## src/rtl/stack_ctrl_pkg.sv

```systemverilog
// Shared definitions for the stacking-game state producer: FSM encoding, colour-slot
// width and the palette helper that maps a level index to its colour code.
package stack_ctrl_pkg;

  typedef enum logic [2:0] {
    ST_IDLE = 3'd0,
    ST_MOVE = 3'd1,
    ST_FALL = 3'd2,
    ST_LAND = 3'd3,
    ST_OVER = 3'd4
  } state_e;

  localparam int SLOT_W = 3;

  // Seven-entry palette; code 0 is reserved for an empty level.
  function automatic logic [SLOT_W-1:0] slot_color(input logic [3:0] lvl);
    return SLOT_W'((lvl % 4'd7) + 4'd1);
  endfunction

endpackage

```

## src/rtl/stack_ctrl_btn_edge.sv

```systemverilog
// Button conditioner: two-flop synchroniser followed by a rising-edge detector that
// emits a single-cycle pulse per press.
module btn_edge (
  input  logic clk,
  input  logic rst,
  input  logic din,
  output logic pulse
);

  logic [2:0] sh_q, sh_d;

  always_comb sh_d = {sh_q[1:0], din};

  always_ff @(posedge clk or negedge rst) begin
    if (!rst) sh_q <= '0;
    else      sh_q <= sh_d;
  end

  assign pulse = sh_q[1] & ~sh_q[2];

endmodule

```

## src/rtl/stack_ctrl.sv

```systemverilog
// Game-state producer for the stacking game: owns the moving block and the landed stack,
// and exposes block geometry, stack height, packed colours and a per-level read port.
module stack_ctrl
  import stack_ctrl_pkg::*;
#(
  parameter int SCREEN_W   = 640,
  parameter int FLOOR_Y    = 460,
  parameter int BLOCK_H    = 20,
  parameter int INIT_W     = 160,
  parameter int STEP       = 8,
  parameter int MAX_LEVELS = 11
) (
  input  logic                       clk,
  input  logic                       rst,
  input  logic                       fall_tick,
  input  logic                       start,
  input  logic                       pause,
  input  logic                       left,
  input  logic                       right,
  output logic [9:0]                 pos_x,
  output logic [9:0]                 pos_y,
  output logic [9:0]                 width,
  output logic [3:0]                 height,
  output logic [SLOT_W*MAX_LEVELS-1:0] colors,
  input  logic [3:0]                 rd_level,
  output logic [9:0]                 rd_x,
  output logic [9:0]                 rd_w,
  output logic                       game_over,
  output logic                       win
);

  localparam logic [9:0] X0   = 10'((SCREEN_W - INIT_W) / 2);
  localparam logic [9:0] W0   = 10'(INIT_W);
  localparam logic [3:0] HMAX = 4'(MAX_LEVELS);

  logic start_p, left_p, right_p, paused;
  logic [1:0] pause_q, pause_d;

  btn_edge u_start (.clk(clk), .rst(rst), .din(start), .pulse(start_p));
  btn_edge u_left  (.clk(clk), .rst(rst), .din(left),  .pulse(left_p));
  btn_edge u_right (.clk(clk), .rst(rst), .din(right), .pulse(right_p));

  state_e                       state_q, state_d;
  logic [9:0]                   pos_x_q, pos_x_d, pos_y_q, pos_y_d, width_q, width_d;
  logic [3:0]                   height_q, height_d;
  logic [SLOT_W*MAX_LEVELS-1:0] colors_q, colors_d;
  logic [9:0]                   lvl_x_q [MAX_LEVELS];
  logic [9:0]                   lvl_x_d [MAX_LEVELS];
  logic [9:0]                   lvl_w_q [MAX_LEVELS];
  logic [9:0]                   lvl_w_d [MAX_LEVELS];
  logic                         miss_q, miss_d, game_over_q, game_over_d, win_q, win_d;

  logic [3:0]  prv_idx;
  logic [10:0] cur_l, cur_r, prv_l, prv_r, ov_l, ov_r, target_y, nx_r, lim_r;

  always_comb pause_d = {pause_q[0], pause};
  assign paused = pause_q[1];

  always_comb begin
    state_d     = state_q;
    pos_x_d     = pos_x_q;
    pos_y_d     = pos_y_q;
    width_d     = width_q;
    height_d    = height_q;
    colors_d    = colors_q;
    lvl_x_d     = lvl_x_q;
    lvl_w_d     = lvl_w_q;
    miss_d      = miss_q;
    game_over_d = game_over_q;
    win_d       = win_q;

    // All geometry is widened to 11 bits so x+w never wraps before comparing.
    prv_idx  = (height_q == 4'd0) ? 4'd0 : height_q - 4'd1;
    cur_l    = {1'b0, pos_x_q};
    cur_r    = {1'b0, pos_x_q} + {1'b0, width_q};
    prv_l    = {1'b0, lvl_x_q[prv_idx]};
    prv_r    = prv_l + {1'b0, lvl_w_q[prv_idx]};
    ov_l     = (height_q == 4'd0 || cur_l > prv_l) ? cur_l : prv_l;
    ov_r     = (height_q == 4'd0 || cur_r < prv_r) ? cur_r : prv_r;
    target_y = 11'(FLOOR_Y) - 11'(BLOCK_H) * ({7'd0, height_q} + 11'd1);
    nx_r     = {1'b0, pos_x_q} + 11'(STEP);
    lim_r    = 11'(SCREEN_W) - {1'b0, width_q};

    case (state_q)
      ST_IDLE: if (start_p) state_d = ST_MOVE;
      ST_MOVE: if (!paused) begin
        if (left_p && !right_p)
          pos_x_d = (pos_x_q < 10'(STEP)) ? 10'd0 : pos_x_q - 10'(STEP);
        else if (right_p && !left_p)
          pos_x_d = (nx_r > lim_r) ? 10'(lim_r) : 10'(nx_r);
        if (start_p) state_d = ST_FALL;
      end
      ST_FALL: if (!paused && fall_tick) begin
        if ({1'b0, pos_y_q} == target_y) begin
          // The stack is committed on the terminal tick; LAND then only decides what follows.
          state_d = ST_LAND;
          miss_d  = (height_q != 4'd0) && (ov_r <= ov_l);
          if (height_q == 4'd0 || ov_r > ov_l) begin
            lvl_x_d[height_q] = 10'(ov_l);
            lvl_w_d[height_q] = 10'(ov_r - ov_l);
            colors_d[SLOT_W*height_q +: SLOT_W] = slot_color(height_q);
            height_d = height_q + 4'd1;
          end
        end else begin
          pos_y_d = pos_y_q + 10'(BLOCK_H);
        end
      end
      ST_LAND: begin
        if (miss_q) begin
          state_d     = ST_OVER;
          game_over_d = 1'b1;
          win_d       = 1'b0;
        end else if (height_q == HMAX) begin
          state_d     = ST_OVER;
          game_over_d = 1'b1;
          win_d       = 1'b1;
        end else begin
          state_d = ST_MOVE;
          pos_x_d = lvl_x_q[prv_idx];
          width_d = lvl_w_q[prv_idx];
          pos_y_d = 10'd0;
        end
      end
      ST_OVER: if (start_p) begin
        state_d     = ST_MOVE;
        pos_x_d     = X0;
        pos_y_d     = 10'd0;
        width_d     = W0;
        height_d    = 4'd0;
        colors_d    = '0;
        lvl_x_d     = '{default: '0};
        lvl_w_d     = '{default: '0};
        miss_d      = 1'b0;
        game_over_d = 1'b0;
        win_d       = 1'b0;
      end
      default: state_d = ST_IDLE;
    endcase
  end

  always_ff @(posedge clk or negedge rst) begin
    if (!rst) begin
      state_q     <= ST_IDLE;
      pause_q     <= '0;
      pos_x_q     <= X0;
      pos_y_q     <= '0;
      width_q     <= W0;
      height_q    <= '0;
      colors_q    <= '0;
      lvl_x_q     <= '{default: '0};
      lvl_w_q     <= '{default: '0};
      miss_q      <= 1'b0;
      game_over_q <= 1'b0;
      win_q       <= 1'b0;
    end else begin
      state_q     <= state_d;
      pause_q     <= pause_d;
      pos_x_q     <= pos_x_d;
      pos_y_q     <= pos_y_d;
      width_q     <= width_d;
      height_q    <= height_d;
      colors_q    <= colors_d;
      lvl_x_q     <= lvl_x_d;
      lvl_w_q     <= lvl_w_d;
      miss_q      <= miss_d;
      game_over_q <= game_over_d;
      win_q       <= win_d;
    end
  end

  assign pos_x     = pos_x_q;
  assign pos_y     = pos_y_q;
  assign width     = width_q;
  assign height    = height_q;
  assign colors    = colors_q;
  assign game_over = game_over_q;
  assign win       = win_q;
  assign rd_x      = (rd_level < height_q) ? lvl_x_q[rd_level] : 10'd0;
  assign rd_w      = (rd_level < height_q) ? lvl_w_q[rd_level] : 10'd0;

endmodule

```

## config.mk

```make
export PLATFORM = sky130hd
export DESIGN_NAME = stack_ctrl
export DESIGN_NICKNAME = d
export VERILOG_FILES = /design/src/rtl/stack_ctrl_pkg.sv /design/src/rtl/stack_ctrl_btn_edge.sv /design/src/rtl/stack_ctrl.sv
export SDC_FILE = /design/constraint.sdc
export NUM_CORES = 1
export LEC_CHECK = 0
export CAP_MARGIN = 20
export CORE_UTILIZATION = 45
export CTS_CLUSTER_DIAMETER = 60
export DETAILED_ROUTE_END_ITERATION = 7
export GPL_TIMING_DRIVEN = 0
export PLACE_DENSITY = 0.63
export SETUP_SLACK_MARGIN = 0.5
export SYNTH_ARGS = -nofsm -noshare
export SYNTH_HDL_FRONTEND = slang
export SYNTH_HIERARCHICAL = 1
export SYNTH_SLANG_ARGS = --single-unit
```

## constraint.sdc

```tcl
create_clock -name clk -period 25.3 [get_ports clk]
set_input_delay 2.53 -clock clk [delete_from_list [all_inputs] [get_ports clk]]
set_output_delay 2.53 -clock clk [all_outputs]
set_load 0.005 [all_outputs]
```

==> results of run 1 <==
-- worst register-to-register path: cells and delay by family, from the launching register on --
| family | cells | cell delay (ns) |
|---|---|---|
| buffers and inverters | 12 | 5.51 |
| AO/OA/AOI/OAI | 14 | 3.09 |
| AND/OR/NAND/NOR | 7 | 2.03 |
| adder cells (fa/ha/maj) | 4 | 1.17 |
| flip-flops | 1 | 0.50 |
| multiplexers | 1 | 0.45 |
| XOR/XNOR | 1 | 0.29 |
-- where the power goes --
group,switching [mW],internal [mW],total (mW)
logic,1.65,0.668,2.32
registers,0.0488,0.515,0.564
clock network,0.233,0.307,0.540
total,1.94,1.49,3.42
-- per-stage QoR --
stage | worst slack [ns] | std cells | power (mW) | cell area (sq um) | util, %
global placement | 8.27 | 2648 | 2.77 | 21700 | 49.9
floorplan | 16.31 | 1967 | 2.07 | 20000 | -
global route | 11.78 | 2719 | 3.58 | 23000 | 52.9
finish | 12.14 | 2719 | 3.42 | 23000 | 52.9
detailed placement | 12.70 | 2651 | 2.81 | 21700 | 50.2
CTS | 12.60 | 2718 | 3.35 | 22900 | 52.9
-- layer usage --
| metal | vias to the layer above | wire (um) |
|---|---|---|
| li1 | 7829 | - |
| met1 | 9202 | 32300 |
| met2 | 1174 | 34000 |
| met3 | 253 | 7650 |
| met4 | 4 | 4060 |
| met5 | - | 23 |
-- flip-flops by register name, summed over array words and instances, names as in the netlist --
register and cells:
win 1, colors 33, u_left/sh_q 3, pos_x 10
height 4, u_start/sh_q 3, width 10, lvl_x_q 110
state_q 3, u_right/sh_q 3, lvl_w_q 110, pos_y 8
pause_q 2, game_over 1, miss_q 1
-- area by class of cell --
cell class	count	share of cell area, %
flip-flops and latches	302	33.0
clock inverters	18	0.638
well taps	585	3.19
plain buffers	164	3.42
multi-input cells	1397	48.9
clock buffers	49	4.59
inverters	104	1.70
repair buffers	100	4.59
-- cells in the final DEF, fill, tap and decap left out, types with 12 or more instances in the layout --
master	synthesis	final
sky130_fd_sc_hd__a211oi_1	27	27
sky130_fd_sc_hd__a21o_1	25	25
sky130_fd_sc_hd__a21oi_1	74	74
sky130_fd_sc_hd__a221oi_1	35	35
sky130_fd_sc_hd__a22o_1	22	22
sky130_fd_sc_hd__a31oi_1	20	20
sky130_fd_sc_hd__a32o_1	21	21
sky130_fd_sc_hd__and2_1	46	46
sky130_fd_sc_hd__buf_1	14	14
sky130_fd_sc_hd__buf_2	39	40
sky130_fd_sc_hd__buf_4	16	16
sky130_fd_sc_hd__clkbuf_1	88	94
sky130_fd_sc_hd__clkbuf_16	0	39
sky130_fd_sc_hd__clkdlybuf4s50_1	0	95
sky130_fd_sc_hd__dfrtp_1	296	296
sky130_fd_sc_hd__ha_1	86	86
sky130_fd_sc_hd__inv_1	103	103
sky130_fd_sc_hd__mux2i_1	82	82
sky130_fd_sc_hd__mux4_2	41	41
sky130_fd_sc_hd__nand2_1	136	136
sky130_fd_sc_hd__nand3_1	53	53
sky130_fd_sc_hd__nand4_1	13	13
sky130_fd_sc_hd__nor2_1	59	59
sky130_fd_sc_hd__nor3_1	32	32
sky130_fd_sc_hd__nor4_1	14	14
sky130_fd_sc_hd__o211ai_1	12	12
sky130_fd_sc_hd__o21ai_0	80	80
sky130_fd_sc_hd__o22ai_1	52	52
sky130_fd_sc_hd__o2bb2ai_1	198	198
sky130_fd_sc_hd__o32ai_1	12	12
sky130_fd_sc_hd__or3_1	14	14
sky130_fd_sc_hd__xnor2_1	30	30
sky130_fd_sc_hd__xor2_1	22	22
-- final timing paths --
kind                                  from         endpoint  slack (ns)  cells after the start
min reg2reg                u_start/sh_q[0]  u_start/sh_q[1]        0.35                      0
min                        u_start/sh_q[0]  u_start/sh_q[1]        0.35                      0
max reg2reg                      height[0]      lvl_x_q[91]       12.14                     39
max                              height[0]      lvl_x_q[91]       12.14                     39
max in group asynchronous              rst         pos_x[4]       22.46                      2
min in group asynchronous              rst      lvl_x_q[53]        1.90                      1
-- cell families (layout without fill, tap and decap cells) --
family | after synthesis | count (layout) | share of synthesized area, %
and+or+nand+nor | 433 | 433 | 11.0
xor gates and xnor gates | 53 | 53 | 2.36
DFF | 302 | 302 | 37.9
buffers and inverters | 268 | 435 | 5.89
muxes | 133 | 133 | 9.36
AOI/OAI and AO/OA | 686 | 686 | 27.6
other | 1 | 2 | 0.0188
adders and majority gates | 90 | 90 | 5.79
==> run metrics, run 1 <==
area added between synthesis and finish=15.0%; required time of the critical path=roughly 26 ns; setup fix buffers added after clock tree synthesis=0; result of the run=finished, final reports clean; met1 routing resource usage after global routing=~48%; slowest CP cell=sky130_fd_sc_hd__clkbuf_1; global router's overall resource usage=about a third; number of setup violations in the final report=0; clock slew seen by the registers of the worst setup and hold paths=0.06 ns; count of pins on the block boundary=100; Antenna Cells=0; last weighted congestion value of the routability-driven placer=approximately 0.95; setup repair after global routing missed its margin=no; type of the most critical hold path=flop to flop; worst setup path category=flop to flop; count of input and output buffers=96; synthesized flop and latch total=302; synthesized instance count=roughly 2000; post-synth top area cell=sky130_fd_sc_hd__dfrtp_1; max-cap violation count=0; commonest register cell after synthesis=sky130_fd_sc_hd__dfrtp_1; vias in the first global route=17816; Leak=~9.5 nW; count of pins over their slew limit=0; CTS resizes=0; met3 track demand over resource=between 7 and 8%; clock tree root driver cell=sky130_fd_sc_hd__clkbuf_16; largest net degree at the start of global routing=roughly 100; area of the multi-input gates=11200 sq um; dominant cells by area after synthesis=sky130_fd_sc_hd__dfrtp_1 (37%), sky130_fd_sc_hd__o2bb2ai_1 (8.7%), sky130_fd_sc_hd__ha_1 (5.4%); maximum buffer depth of the clock tree=3; depth of the CTS H-tree=2; delay of the slowest cell on the worst path=between 0.8 and 0.9 ns; HPWL reported at the end of detailed placement=57.3 mm; Max Fanout on Critical Path=12; CP endpoint kind=flop; DRC viols=0; worst hold slack after final layout=0.347 ns; total number of vias=~18000; Power Density=about 150 nW/um^2; Crit path buffers/inverters=12; clock latency at the later pin of the worst-skew pair=roughly 0.6 ns; launching element type of the critical path=flop; Starting DRT DRC Count=2081; overall die area=45200 sq um; number of detailed-routing iterations run before antenna repair=6; std cell rows=76; average wire per standard cell=between 20 and 30 um; final critical-path share of the clock period=between 50% and 60%; width of the chip=about 210 um; total congestion overflow=0; headroom to the max-slew limit=24.4%; most prevalent standard cell on the critical path=sky130_fd_sc_hd__clkbuf_1; post-route ant nets=0; most instantiated library cell after synthesis=sky130_fd_sc_hd__dfrtp_1; antenna violations before repair=2; Via density=6.79; worst vdd ir=0.214 mV; signal arrival time at the worst endpoint=13.60 ns; clock buffers created by TritonCTS=39; share of cells above drive strength 1=11.7%; number of synthesis warnings=6; timing-limited maximum frequency=between 0.07 and 0.08 GHz; clock sink count=roughly 300; Clock Skews=0.0310 ns; ys async rst share=between 90% and 100%; global-route wire length before repair=about 120 mm; Cell Area, Synth=roughly 20000 sq um; Setup Total Neg Slack=0 ns; number of hold buffers added after cts=0; count of final hold-check violations=0; count of flip-flops with a built-in enable after synthesis=0; fraction of met2 tracks used by global routing=51.7%; initial standard-cell utilization of the core=between 40% and 50%; most frequent cells after synthesis=sky130_fd_sc_hd__dfrtp_1 (296), sky130_fd_sc_hd__o2bb2ai_1 (198), sky130_fd_sc_hd__nand2_1 (136), sky130_fd_sc_hd__inv_1 (103), sky130_fd_sc_hd__clkbuf_1 (88); Filler cells=about 4000; floorplan die height=between 200 and 250 um; core region area=between 40000 and 50000 sq um; NumNets Final=2209; area taken by flip-flops and latches=between 7000 and 8000 sq um; total detailed-routing wirelength=77.9 mm; kind of cell adding the most delay to the critical path=buffers and inverters; share of synthesized area occupied by flip-flops and latches=about 38%; clock period minus worst slack=about 13 ns; clock tree from TritonCTS=yes; average size of a mapped cell=just over 10 sq um; most heavily used metal layer in global routing=met2; area share of the largest cell type after synthesis=37.1%; count of unique library cells instantiated by Yosys=89; Worst Tran Pin Value=1.13 ns
(Power assumes the default switching activity.)
==> inputs of run 2 (changes only) <==
==> constraint.sdc (replaced) <==
create_clock -name clk -period 12.8 [get_ports clk]
set_input_delay 1.28 -clock clk [delete_from_list [all_inputs] [get_ports clk]]
set_output_delay 1.28 -clock clk [all_outputs]
set_load 0.005 [all_outputs]
==> run metrics, run 2 (same netlist as run 1, synthesis figures left out) <==
clock latency at the later pin of the worst-skew pair=a little under 0.6 ns; signal arrival time at the worst endpoint=around 12 ns; total detailed-routing wirelength=~78 mm; Starting DRT DRC Count=roughly 2000; max-cap violation count=0; count of pins on the block boundary=100; NumNets Final=about 2200; type of the most critical hold path=flop to flop; floorplan die height=~210 um; vias in the first global route=~18000; depth of the CTS H-tree=2; last weighted congestion value of the routability-driven placer=0.951; Switching Fraction=a little under three fifths; result of the run=finished, final reports clean; setup repair after global routing missed its margin=no; CP endpoint kind=flop; relative contribution of combinational cells to total power=67.7%; Worst Tran Pin Value=~1.1 ns; launching element type of the critical path=flop; number of setup violations in the final report=0; timing-limited maximum frequency=0.0845 GHz; Max Fanout on Critical Path=12; count of final hold-check violations=0; Power Density=294 nW/um^2; Antenna Cells=0; average wire per standard cell=28.7 um; clock period minus worst slack=approximately 12 ns; Leak=9.52 nW; final critical-path share of the clock period=about 90%; worst setup path category=flop to flop; required time of the critical path=13.23 ns; antenna violations before repair=2; worst vdd ir=approximately 0.42 mV; number of stages on the worst setup path=40; net load switching power=3.81 mW; number of hold buffers added after cts=0; headroom to the max-slew limit=24.1%; Via density=between 6 and 7; post-route ant nets=0; number of detailed-routing iterations run before antenna repair=6; total number of vias=between 15000 and 20000; final worst setup slack=around 0.96 ns; most prevalent standard cell on the critical path=sky130_fd_sc_hd__buf_2; sequential share of power=approximately 17%; overall die area=roughly 45000 sq um; std cell rows=76; clock sink count=approximately 300; setup fix buffers added after clock tree synthesis=0; count of pins over their slew limit=0; part of the power in the clock network=about 16%; maximum buffer depth of the clock tree=3; count of input and output buffers=96; internal power of the cells=2.95 mW; DRC viols=0; global router's overall resource usage=between 30% and 40%; worst slack, placed=0.197 ns; Worst R2R Path Depth=40; share of cells above drive strength 1=between 10% and 20%; core region area=~43000 sq um; global-route wire length before repair=~120 mm; slowest CP cell=sky130_fd_sc_hd__o2111ai_2; largest net degree at the start of global routing=103; DR WL met2=between 30 and 40 mm; Crit path buffers/inverters=13; leading cell types in the layout, fill and taps excluded=sky130_fd_sc_hd__dfrtp_1 (296), sky130_fd_sc_hd__o2bb2ai_1 (198), sky130_fd_sc_hd__nand2_1 (136), sky130_fd_sc_hd__inv_1 (103), sky130_fd_sc_hd__clkdlybuf4s50_1 (95); initial standard-cell utilization of the core=roughly 46%; width of the chip=about 210 um; wire length on met1=~32 mm; clock tree from TritonCTS=yes; clock slew seen by the registers of the worst setup and hold paths=around 0.060 ns; area added between synthesis and finish=15.1%; delay of the slowest cell on the worst path=0.55 ns; met3 routed WL=~8.0 mm; clock tree root driver cell=sky130_fd_sc_hd__clkbuf_16; Clock Skews=around 0.029 ns; Setup Total Neg Slack=0 ns; Hold Crit Depth=0; kind of cell adding the most delay to the critical path=buffers and inverters; HPWL reported at the end of detailed placement=approximately 57 mm; clock buffers created by TritonCTS=39; highest routed layer=met5; most common library cell in the layout ignoring fill and taps=sky130_fd_sc_hd__dfrtp_1; total congestion overflow=0
run 2: changes by cell type in the layout (fill, tap and decap cells not counted), sizes merged:
cell	before	now
buf	81	80
clkbuf	137	138
run 2: worst paths after layout:
kind	from	endpoint	slack [ns]
max in group asynchronous	rst	pos_x[4]	11.21
min reg2reg	u_start/sh_q[0]	u_start/sh_q[1]	0.35
max	height[0]	lvl_x_q[91]	0.96
min	u_start/sh_q[0]	u_start/sh_q[1]	0.35
max reg2reg	height[0]	lvl_x_q[91]	0.96
min in group asynchronous	rst	lvl_x_q[53]	0.64
run 2: per-stage QoR:
stage          hold slack [ns]  area, sq um  util (%)  instances  power, mW
6_report                 0.347        23000      53.0       2719       6.75
2_1_floorplan            0.331        20000         -       1967       4.09
5_1_grt                  0.363        23000      53.0       2719       7.08
3_5_place_dp             0.337        21700      50.2       2651       5.55
3_3_place_gp             0.332        21700      49.9       2648       5.48
4_1_cts                  0.349        22900      52.9       2718       6.63
run 2: metal layers:
layer  track usage, %  vias to the layer above
li1                 -                     7829
met1             47.7                     9135
met2             51.9                     1135
met3             7.44                      258
met4             18.0                        4
met5                0                        -
run 2: worst reg2reg max path: cells and delay by family, from the launching register on:
family,cells,cell delay (ns)
buffers and inverters,13,4.36
and+or+nand+nor,7,1.87
xor gates and xnor gates,1,0.28
DFF,1,0.50
muxes,1,0.42
AOI/OAI and AO/OA,13,2.83
adders and majority gates,5,1.45
run 2: power groups by stage:
stage	Clock [mW]	Combinational [mW]	Sequential, mW
global route	1.11	4.85	1.12
floorplan	0	2.99	1.09
finish	1.07	4.57	1.11
global placement	0	4.35	1.13
CTS	1.07	4.44	1.11
detailed placement	0	4.42	1.13
run 2: area by class of cell:
type                       count  area [sq um]
clock inverter                18           146
fill                        3983         20400
timing repair buffer         100          1050
sequential                   302          7560
buffer                       164           800
multi-input combinational   1397         11200
tap                          585           732
inverter                     104           390
clock buffer                  49          1050
run 2: repair_timing:
item / CTS / global route
endpoints found under the setup margin: 233 / 244
pin swaps: 0 / 0
resized for setup: 2 / 18
